==> config.mk <==
export PLATFORM = sky130hd
export DESIGN_NAME = ring_shift_reg
export DESIGN_NICKNAME = d
export VERILOG_FILES = /design/src/rtl/ring_shift_reg.sv
export SDC_FILE = /design/constraint.sdc
export NUM_CORES = 1
export LEC_CHECK = 0
export BUFFER_PORTS_ARGS = -buffer_cell sky130_fd_sc_hd__buf_2
export CAP_MARGIN = 15
export CORE_MARGIN = 2
export CORE_UTILIZATION = 40
export DETAILED_ROUTE_END_ITERATION = 10
export GPL_TIMING_DRIVEN = 0
export PLACE_DENSITY = 0.62
export SLEW_MARGIN = 20
export SYNTH_ARGS = -nofsm -noshare
export SYNTH_HDL_FRONTEND = slang
export SYNTH_SLANG_ARGS = --single-unit
export TNS_END_PERCENT = 5
==> constraint.sdc <==
create_clock -name clock -period 4.3 [get_ports clock]
set_input_delay 0.43 -clock clock [delete_from_list [all_inputs] [get_ports clock]]
set_output_delay 0.43 -clock clock [all_outputs]
set_load 0.02 [all_outputs]
==> src/rtl/ring_shift_reg.sv <==
// Multi-stage rotate/shift register with parallel load and a counted run of single-stage steps.
// Define RING_SHIFT_BIDIR_EN to honour the dir input; otherwise every run moves forward.
module ring_shift_reg #(
  parameter int WIDTH = 1,
  parameter int DEPTH = 4,
  parameter int CNT_W = 8
) (
  input  logic                     clock,
  input  logic                     rst_n,
  input  logic                     load,
  input  logic [WIDTH*DEPTH-1:0]   load_data,
  input  logic                     start,
  input  logic [CNT_W-1:0]         steps,
  input  logic                     dir,
  input  logic                     mode,
  input  logic [WIDTH-1:0]         ser_in,
  input  logic                     shift_en,
  output logic [WIDTH*DEPTH-1:0]   stages,
  output logic [WIDTH-1:0]         ser_out,
  output logic                     busy,
  output logic                     done,
  output logic                     dbg_state
);

  localparam int SW = WIDTH * DEPTH;

  // Handshake: start/load are single-cycle requests honoured only while busy=0;
  // done is a one-cycle completion pulse and busy=0 during it, so start may follow at once.
  typedef enum logic {
    S_IDLE = 1'b0,
    S_RUN  = 1'b1
  } state_t;

  state_t           state, state_nxt;
  logic [CNT_W-1:0] remaining, remaining_nxt;
  logic             done_nxt;
  logic             accept_start;
  logic             do_step;
  logic             mode_q;
  logic             step_back;
  logic             out_back;
  logic [SW-1:0]    stg_q;
  logic [SW-1:0]    fwd_val;
  logic [SW-1:0]    step_val;

`ifdef RING_SHIFT_BIDIR_EN
  logic          dir_q;
  logic [SW-1:0] bwd_val;

  always_ff @(posedge clock) begin
    if (!rst_n) begin
      dir_q <= 1'b0;
    end else if (accept_start) begin
      dir_q <= dir;
    end
  end

  assign step_back = dir_q;
  // Outside a run ser_out follows the live dir so a caller can preview the exit stage.
  assign out_back  = (state == S_RUN) ? dir_q : dir;

  always_comb begin
    bwd_val = '0;
    for (int i = 0; i < DEPTH - 1; i++) begin
      bwd_val[i*WIDTH +: WIDTH] = stg_q[(i+1)*WIDTH +: WIDTH];
    end
    bwd_val[(DEPTH-1)*WIDTH +: WIDTH] = mode_q ? ser_in : stg_q[0 +: WIDTH];
  end

  assign step_val = step_back ? bwd_val : fwd_val;
`else
  logic unused_dir;

  assign unused_dir = dir;
  assign step_back  = 1'b0;
  assign out_back   = 1'b0;
  assign step_val   = fwd_val;
`endif

  always_comb begin
    fwd_val = '0;
    for (int i = 1; i < DEPTH; i++) begin
      fwd_val[i*WIDTH +: WIDTH] = stg_q[(i-1)*WIDTH +: WIDTH];
    end
    fwd_val[0 +: WIDTH] = mode_q ? ser_in : stg_q[(DEPTH-1)*WIDTH +: WIDTH];
  end

  // Controller: next state, step strobe and completion pulse.
  always_comb begin
    state_nxt     = state;
    remaining_nxt = remaining;
    done_nxt      = 1'b0;
    accept_start  = 1'b0;
    do_step       = 1'b0;
    case (state)
      S_IDLE: begin
        if (!load && start) begin
          accept_start = 1'b1;
          if (steps == '0) begin
            done_nxt = 1'b1;
          end else begin
            remaining_nxt = steps;
            state_nxt     = S_RUN;
          end
        end
      end
      S_RUN: begin
        if (shift_en) begin
          do_step       = 1'b1;
          remaining_nxt = remaining - CNT_W'(1);
          if (remaining <= CNT_W'(1)) begin
            remaining_nxt = '0;
            state_nxt     = S_IDLE;
            done_nxt      = 1'b1;
          end
        end
      end
      default: begin
        state_nxt     = S_IDLE;
        remaining_nxt = '0;
      end
    endcase
  end

  always_ff @(posedge clock) begin
    if (!rst_n) begin
      state     <= S_IDLE;
      remaining <= '0;
      done      <= 1'b0;
    end else begin
      state     <= state_nxt;
      remaining <= remaining_nxt;
      done      <= done_nxt;
    end
  end

  always_ff @(posedge clock) begin
    if (!rst_n) begin
      mode_q <= 1'b0;
    end else if (accept_start) begin
      mode_q <= mode;
    end
  end

  // Datapath: every stage reads its neighbour's pre-edge value through step_val.
  always_ff @(posedge clock) begin
    if (!rst_n) begin
      stg_q <= '0;
    end else if (state == S_IDLE && load) begin
      stg_q <= load_data;
    end else if (do_step) begin
      stg_q <= step_val;
    end
  end

  always_comb begin
    ser_out = out_back ? stg_q[0 +: WIDTH] : stg_q[(DEPTH-1)*WIDTH +: WIDTH];
  end

  assign stages    = stg_q;
  assign busy      = (state == S_RUN);
  assign dbg_state = (state == S_RUN);

  a_run_has_work: assert property (@(posedge clock) disable iff (!rst_n)
    (state == S_RUN) |-> (remaining != '0));
  a_done_not_busy: assert property (@(posedge clock) disable iff (!rst_n)
    !(done && busy));

endmodule

## Word level (Yosys, flattened, before mapping)

Index checks and enable logic that the tools add are counted.

| word-level totals | value |
|---|---|
| memories kept | 0 |
| bits in latches | 0 |
| input port bits | 20 |
| bits in writable memories | 0 |
| word-level logic and storage cells | 39 |
| memory bits (read-only) | 0 |
| bits in registers | 15 |

| operators by class | value |
|---|---|
| multiplexer cells | 22 |
| multipliers | 0 |
| bitwise logic cells | 1 |
| divide/modulo/power cells | 0 |
| magnitude comparators | 1 |
| equality and inequality tests | 3 |
| reductions and logical operators | 6 |
| add/sub/neg operators | 1 |
| shifts and indexed selects | 0 |

Operators by type and width:

| cell | number |
|---|---|
| 2-to-1 mux 8 bit | 4 |
| case mux 8 bit (2 select lines) | 1 |
| 2-to-1 mux 1 bit | 13 |
| <= comparator 8 x 1 -> 1 bit (second input constant) | 1 |
| logical NOT 8 bit | 1 |
| 2-to-1 mux 4 bit | 2 |
| subtractor 8 x 1 -> 8 bit (second input constant) | 1 |
| != test 2 bit (second input constant) | 3 |
| case mux 1 bit (2 select lines) | 2 |
| AND reduction 3 bit | 1 |
| logical AND 1 bit | 2 |
| nonzero test 2 bit | 1 |
| logical NOT 1 bit | 1 |
| NOT 1 bit | 1 |

## Logic depth before layout (Yosys ltp)

Gate-level depths: netlist of the first run.

| logic depth | value |
|---|---|
| word-level depth | 4 |
| depth in mapped cells | 6 |
| mapped depth without buffers | 6 |

## Worst setup path before layout of the first run

Ideal clock, no wire load.

| timing path | value |
|---|---|
| path type | in2reg |
| from | input steps[2] |
| to | register remaining[3] |
| data required time | 4.165 ns |
| setup time | 0.135 ns |
| arrival | 1.574 ns |
| cell stages on the path | 5 |
| path slack | 2.592 ns |
| path through | or4_4 o21ai_4 and2_1 buf_6 o32ai_1 |

| on the way | value |
|---|---|
| word-level cells in the longest chain between the ends | 3 |

RTL lines:

| element | line | text |
|---|---|---|
| from (decl) | 13 | `input logic [CNT_W-1:0] steps,` |
| logical NOT 8 bit | 99 | `if (steps == '0) begin` |
| != test 2 bit (no source line) | - |  |
| AND reduction 3 bit (no source line) | - |  |
| to (signal assigned) | 132 | `remaining <= remaining_nxt;` |
| to (decl) | 35 | `logic [CNT_W-1:0] remaining, remaining_nxt;` |

Every way passes these cells.
A chain may end at the register's enable or synchronous reset.

## Worst setup path in the final report of the first run

| timing path | value |
|---|---|
| from | register remaining[0] |
| to | register remaining[0] |

| on the way | value |
|---|---|
| word-level cells in the longest chain between the ends | 4 |
| elaborated cells between the ends (all ways) | 5 |

RTL lines:

| element | line | text |
|---|---|---|
| subtractor 8 x 1 -> 8 bit or <= comparator 8 x 1 -> 1 bit (tied branches) | 110, 111 |  |
| 2-to-1 mux 8 bit * | 111 | `if (remaining <= CNT_W'(1)) begin` |
| 2-to-1 mux 8 bit * | 108 | `if (shift_en) begin` |
| case mux 8 bit (2 select lines) * | 95 | `case (state)` |

Every way passes the cells marked *; elsewhere a longest branch is shown, timed or not. The select of a mux whose other input is x is not followed.

==> results of run 1 <==
-- path summary, 6_finish.rpt --
kind                             startpoint                        end  slack (ns)  cells past startpoint
setup / recovery  remaining[0]$_SDFFE_PN0P_  remaining[0]$_SDFFE_PN0P_        2.43                      5
hold / removal                 load_data[0]     stages[0]$_SDFFE_PN0P_        0.38                      3
setup reg to reg  remaining[0]$_SDFFE_PN0P_  remaining[0]$_SDFFE_PN0P_        2.43                      5
hold reg to reg      stages[1]$_SDFFE_PN0P_     stages[1]$_SDFFE_PN0P_        0.51                      2
-- layer usage --
| layer | routed length, um | track usage |
|---|---|---|
| met1 | 1070 | 0.261 |
| met2 | 1330 | 0.383 |
| met5 | 0 | 0 |
| met4 | 30 | 0.0855 |
| met3 | 153 | 0.0282 |
-- layout make-up --
class / count / area (um^2)
buffer: 8 / 46.3
clock buffer: 4 / 26.3
fill: 232 / 1090
inverter: 7 / 26.3
multi-input combinational: 82 / 588
sequential: 15 / 300
tap: 28 / 35.0
timing repair buffer: 25 / 125
-- sequential cells by signal, summed over array words and instances (netlist names) --
name	count
remaining	8
stages	4
busy	1
done	1
mode_q	1
-- layout by cell type, fill, tap and decap left out, drive strengths merged, types with 2 or more instances in the layout --
cell type,n
inv,7
nor2b,2
a32oi,4
nand4,2
buf,29
dfxtp,15
mux2i,4
nor2,9
nor3,2
o21ai,5
a2111oi,2
ha,2
or4,3
nand2,9
clkbuf,8
a21oi,4
nor4,2
a311oi,4
a31oi,2
o32ai,4
nand3,3
o31ai,3
-- worst register-to-register path, stage by stage (launching register included) --
cell and delay [ns]:
dfxtp_1 0.40, inv_1 0.11, ha_1 0.26, o211ai_1 0.55, a32oi_1 0.23, a221oi_2 0.25
-- power by group through the flow --
stage	registers [mW]	clock network (mW)	logic [mW]
3_5_place_dp	0.167	0	0.115
5_1_grt	0.166	0.0911	0.128
3_3_place_gp	0.166	0	0.114
2_1_floorplan	0.169	0	0.0775
6_report	0.164	0.0816	0.116
4_1_cts	0.164	0.0846	0.116
-- per-stage QoR --
step	total power [mW]	std cells	utilization	cell area, um^2	hold WS [ns]
after floorplan	0.246	112	-	961	0.479
after global placement	0.281	165	0.502	1120	0.493
after detailed placement	0.281	165	0.502	1120	0.494
after CTS	0.364	169	0.514	1150	0.374
after global routing	0.386	169	0.514	1150	0.400
final	0.362	169	0.514	1150	0.376
-- cell families (layout without fill, tap and decap cells) --
group	after synthesis	count (layout)	synth area share
and+or+nand+nor	39	39	0.229
AOI/OAI and AO/OA	37	37	0.315
DFF	15	15	0.313
buffers and inverters	15	44	0.0755
muxes	4	4	0.0417
adders and majority gates	2	2	0.0260
==> flow_metrics.tcl, run 1 <==
set metrics [dict create \
    totalWireLength_um 2580 \
    drtAntennaViolNets 0 \
    core_mm2 0.00223 \
    synth-edff-count 0 \
    grt_pass1_vias 993 \
    clk_path_buf_depth 2 \
    crit_fanout 8 \
    critPathKind "register to register" \
    cts_setup_buffers 0 \
    die_y_um 53.0 \
    fin_crit_sh 0.434 \
    hold_class "primary input to register" \
    crit_required_ns 4.50 \
    cts_root_buffer "clkbuf_4" \
    pin_count 28 \
    max_slew_margin 0.525 \
    synth.most_common_cell "dfxtp_1" \
    track_usage 0.216 \
    place_hpwl_um 1880 \
    netlist_area_um2 961 \
    hold_buffers 0 \
    diodes 0 \
    drc 0 \
    dp_slack_ns 2.32 \
    initial_core_util 0.430 \
    yosysTopAreaCell "dfxtp_1" \
    port-buffer-count 25 \
    setup_tns_ns 0 \
    fmax_ghz 0.535 \
    synth_cells 112 \
    switchingPower_uw 128 \
    crit_chain "inv_1 > ha_1 > o211ai_1 > a32oi_1 > a221oi_2" \
    worstPathArrival_ns 2.07 \
    grt_max_degree 11 \
    internal_power_uw 234 \
    clkTransAtPathRegs_ns 0.09 \
    worstSetupStartpointType "register" \
    route.vias.total 1018 \
    hold_viol 0 \
    gp_congestion 0.879 \
    chipWidth_um 53.0 \
    grt-ovfl-total 0 \
    antenna_found_initial 0 \
    drt_iter0_drc 18 \
    tritoncts "built" \
    critPathTopFamily "compound AO/OA/AOI/OAI gates" \
    async_flop_share 0 \
    die-area_mm2 0.00281 \
    comb_power_share 0.321 \
    ys_types 43 \
    synth_area_per_cell_um2 8.58 \
    drive_above_1_share 0.291 \
    ir_worst_vdd_mv 0.166 \
    p_clk_frac 0.226 \
    swShare 0.353 \
    synth_area_leaders "dfxtp_1 (31%), mux2i_1 (4.2%), a311oi_1 (3.6%)" \
    rsz0062_at_grt "no" \
    status "completed" \
    grt_pass1_wl_um 4460 \
    cts_buffers 3 \
    syn_nets 134 \
    synth_top_area_share 0.313 \
    synth-seq-cells 15 \
    p_leak_nw 0.467 \
    nNetsFinal 164 \
    yosys_warnings 0 \
    max_cap_violations 0 \
    setup_viol 0 \
    synth_top_flop_cell "dfxtp_1" \
    worst_slack_ns 2.43 \
    drt_first_pass_iters 4 \
    power.share.sequential 0.453 \
    cts_sinks 15 \
    cp_slowest_stage_delay_ns 0.55 \
    drv_slew 0 \
    rows 17 \
    post_drt_wl_per_cell_um 15.3 \
    powerDensity_mw_per_mm2 315 \
    cts_resized 0 \
    viasPerCell 6.02 \
    cp_slowest_cell "o211ai_1" \
    cp_num_buf_inv 1 \
    end_kind "register" \
    synthTopCellsByCount "dfxtp_1 (15), nand2_1 (9), nor2_1 (9), inv_1 (7)" \
    htree_num_levels 1 \
    worstMarginPinSlew_ns 0.706 \
    layout-area-overhead-vs-synth_pct 19.4 \
    clock_skew_ns 0.00650 \
    clk_latency_ns 0.28 \
    post-route-min-period_ns 1.87 \
    yosysSeqAreaShare 0.313 \
]
Note: power is estimated with default switching activity, not from simulation.
==> inputs of run 2 (changes only) <==
--- a/config.mk
+++ b/config.mk
@@ -5,13 +5,14 @@
 export SDC_FILE = /design/constraint.sdc
 export NUM_CORES = 1
 export LEC_CHECK = 0
+export ABC_AREA = 1
 export BUFFER_PORTS_ARGS = -buffer_cell sky130_fd_sc_hd__buf_2
 export CAP_MARGIN = 15
 export CORE_MARGIN = 2
 export CORE_UTILIZATION = 40
 export DETAILED_ROUTE_END_ITERATION = 10
 export GPL_TIMING_DRIVEN = 0
-export PLACE_DENSITY = 0.62
+export PLACE_DENSITY = 0.64
 export SLEW_MARGIN = 20
 export SYNTH_ARGS = -nofsm -noshare
 export SYNTH_HDL_FRONTEND = slang
==> constraint.sdc (replaced) <==
create_clock -name clock -period 1.7 [get_ports clock]
set_input_delay 0.17 -clock clock [delete_from_list [all_inputs] [get_ports clock]]
set_output_delay 0.17 -clock clock [all_outputs]
set_load 0.02 [all_outputs]
==> run 2 against run 1 <==
Global-route usage is 2.5 points lower. Clock power grew to 2.6 times the previous value. Power grew to 2.7 times the previous value. Largest cell class unchanged. Highest routed layer unchanged.
==> flow_metrics.tcl, run 2 <==
set metrics [dict create \
    clkTransAtPathRegs_ns 0.10 \
    worstSetupStartpoint "remaining[1]$_SDFFE_PN0P_" \
    powerDensity_mw_per_mm2 814 \
    cp_slowest_stage_delay_ns 0.31 \
    final_cell_mix "nand2_1 (55), nor2_1 (34), buf_2 (27), dfxtp_1 (15), inv_1 (14)" \
    drt_first_pass_iters 4 \
    multi_input_comb_area_um2 597 \
    seq_area_um2 300 \
    fmax_ghz 0.656 \
    drtAntennaViolNets 0 \
    route.vias.total 1073 \
    track_usage 0.191 \
    cts_root_buffer "clkbuf_4" \
    grt_pass1_vias 972 \
    stdcell_count 227 \
    r2r-start "remaining[1]$_SDFFE_PN0P_" \
    status "completed" \
    yosysTopAreaCell "dfxtp_1" \
    p_leak_nw 0.646 \
    worst_slack_ns 0.176 \
    cts_resized 0 \
    cts_sinks 15 \
    critPathKind "register to register" \
    totalWireLength_um 2340 \
    nNetsFinal 220 \
    synth_area_leaders "dfxtp_1 (30%), nand2_1 (21%), nor2_1 (13%)" \
    synth_top_area_share 0.304 \
    met1_usage 0.240 \
    die_y_um 53.7 \
    crit_fanout 6 \
    worstMarginPinSlew_ns 0.495 \
    hold_slack_ns 0.134 \
    port-buffer-count 26 \
    fin_crit_sh 0.897 \
    synth_top_flop_cell "dfxtp_1" \
    setup_tns_ns 0 \
    cpMostUsedCell "nor2_1" \
    antenna_found_initial 0 \
    die-area_mm2 0.00288 \
    placed_cells 223 \
    synthTopCellsByCount "nand2_1 (55), nor2_1 (34), dfxtp_1 (15), inv_1 (14), nand3_1 (12)" \
    grt_max_degree 11 \
    setup_viol 0 \
    top_usage_layer "met2" \
    drt_iter0_drc 22 \
    drc 0 \
    cp_slowest_cell "dfxtp_1" \
    critPathTopFamily "simple AND/OR/NAND/NOR gates" \
    layout-area-overhead-vs-synth_pct 19.6 \
    ys_types 25 \
    grtUsageMet3 0.0333 \
    core_mm2 0.00241 \
    largest_reg_flops 8 \
    tritoncts "built" \
    regMostFlops "remaining" \
    worstPathArrival_ns 1.71 \
    final_common_cell "nand2_1" \
    clk_latency_ns 0.29 \
    max_slew_margin 0.670 \
    async_flop_share 0 \
    post-route-util 0.491 \
    crit_chain "inv_1 > ha_1 > inv_1 > nand2_1 > nand2_1 > o21ai_2 > nor2_1 > nor2_1 > nor2_1" \
    cp_num_buf_inv 2 \
    yosys_warnings 0 \
    crit_required_ns 1.89 \
    cts_buffers 3 \
    hold_class "primary input to register" \
    clk_path_buf_depth 2 \
    nFillCells 260 \
    ir_worst_vdd_mv 0.509 \
    synth-seq-cells 15 \
    pin_count 28 \
    rsz0062_at_grt "no" \
    place_hpwl_um 1810 \
    viasPerCell 4.73 \
    grt-ovfl-total 0 \
    synth_cells 167 \
    htree_num_levels 1 \
    synth-edff-count 0 \
    syn_nets 189 \
    max_cap_violations 0 \
    netlist_area_um2 988 \
    end_kind "register" \
    synth_area_per_cell_um2 5.92 \
    clock_skew_ns 0.00751 \
    drv_slew 0 \
    initial_core_util 0.410 \
    synth.most_common_cell "nand2_1" \
    chipWidth_um 53.7 \
    gp_congestion 0.828 \
    grt_pass1_wl_um 4040 \
    rows 18 \
    hold_viol 0 \
    use_met2 0.327 \
    drive_above_1_share 0.223 \
    yosysSeqAreaShare 0.304 \
    dp_slack_ns 0.192 \
    diodes 0 \
    hold_buffers 0 \
    worstSetupStartpointType "register" \
    post-route-min-period_ns 1.52 \
    min_from "mode" \
    post_drt_wl_per_cell_um 10.3 \
    cts_setup_buffers 0 \
]
run 2: cell types whose count changed after synthesis, moves of 7 or more:
cell     before  now
inv_1         7   14
nand2_1       9   55
nand3_1       3   12
nor2_1        9   34
run 2: final timing paths:
check | slack (ns) | cells after the start | endpoint
worst max-delay path | 0.18 | 9 | remaining[5]$_SDFFE_PN0P_
worst min-delay path | 0.13 | 3 | mode_q$_SDFFE_PN0P_
worst max register to register | 0.18 | 9 | remaining[5]$_SDFFE_PN0P_
worst min register to register | 0.50 | 2 | stages[2]$_SDFFE_PN0P_
run 2: cells by family (layout without fill, tap and decap cells):
kind of cell	Yosys count	after routing	synth area share
AO/OA/AOI/OAI	18	18	0.118
XOR/XNOR	1	1	0.00886
adder cells (fa/ha/maj)	2	2	0.0253
buffers and inverters	22	52	0.0924
flip-flops	15	15	0.304
AND/OR/NAND/NOR	109	109	0.452
run 2: worst min-delay path: cells and delay by family:
kind / cells / cell delay, ns
AOI/OAI and AO/OA: 1 / 0.07
and+or+nand+nor: 1 / 0.08
buffers and inverters: 1 / 0.07
run 2: final cells by class:
class,instances,share of cell area
repair buffers,26,0.110
well taps,30,0.0317
inverters,18,0.0571
flip-flops and latches,15,0.254
plain buffers,4,0.0201
clock buffers,4,0.0222
multi-input cells,130,0.505
run 2: routing by layer:
metal,share of wire,vias to the layer above
li1,-,584
met1,0.46,458
met3,0.045,4
met2,0.48,27
met4,0.011,0
met5,0,-
run 2: through the flow:
step	area (um^2)	power, mW
after floorplan	988	0.666
after global placement	1160	0.750
after detailed placement	1160	0.755
after CTS	1180	0.971
after global routing	1180	1.03
final	1180	0.963
run 2: power breakdown:
part / internal, mW / total, mW / leakage (nW) / switching, mW
Clock: 0.0912 / 0.215 / 0.0150 / 0.124
Sequential: 0.385 / 0.414 / 0.124 / 0.0288
Combinational: 0.126 / 0.334 / 0.507 / 0.208
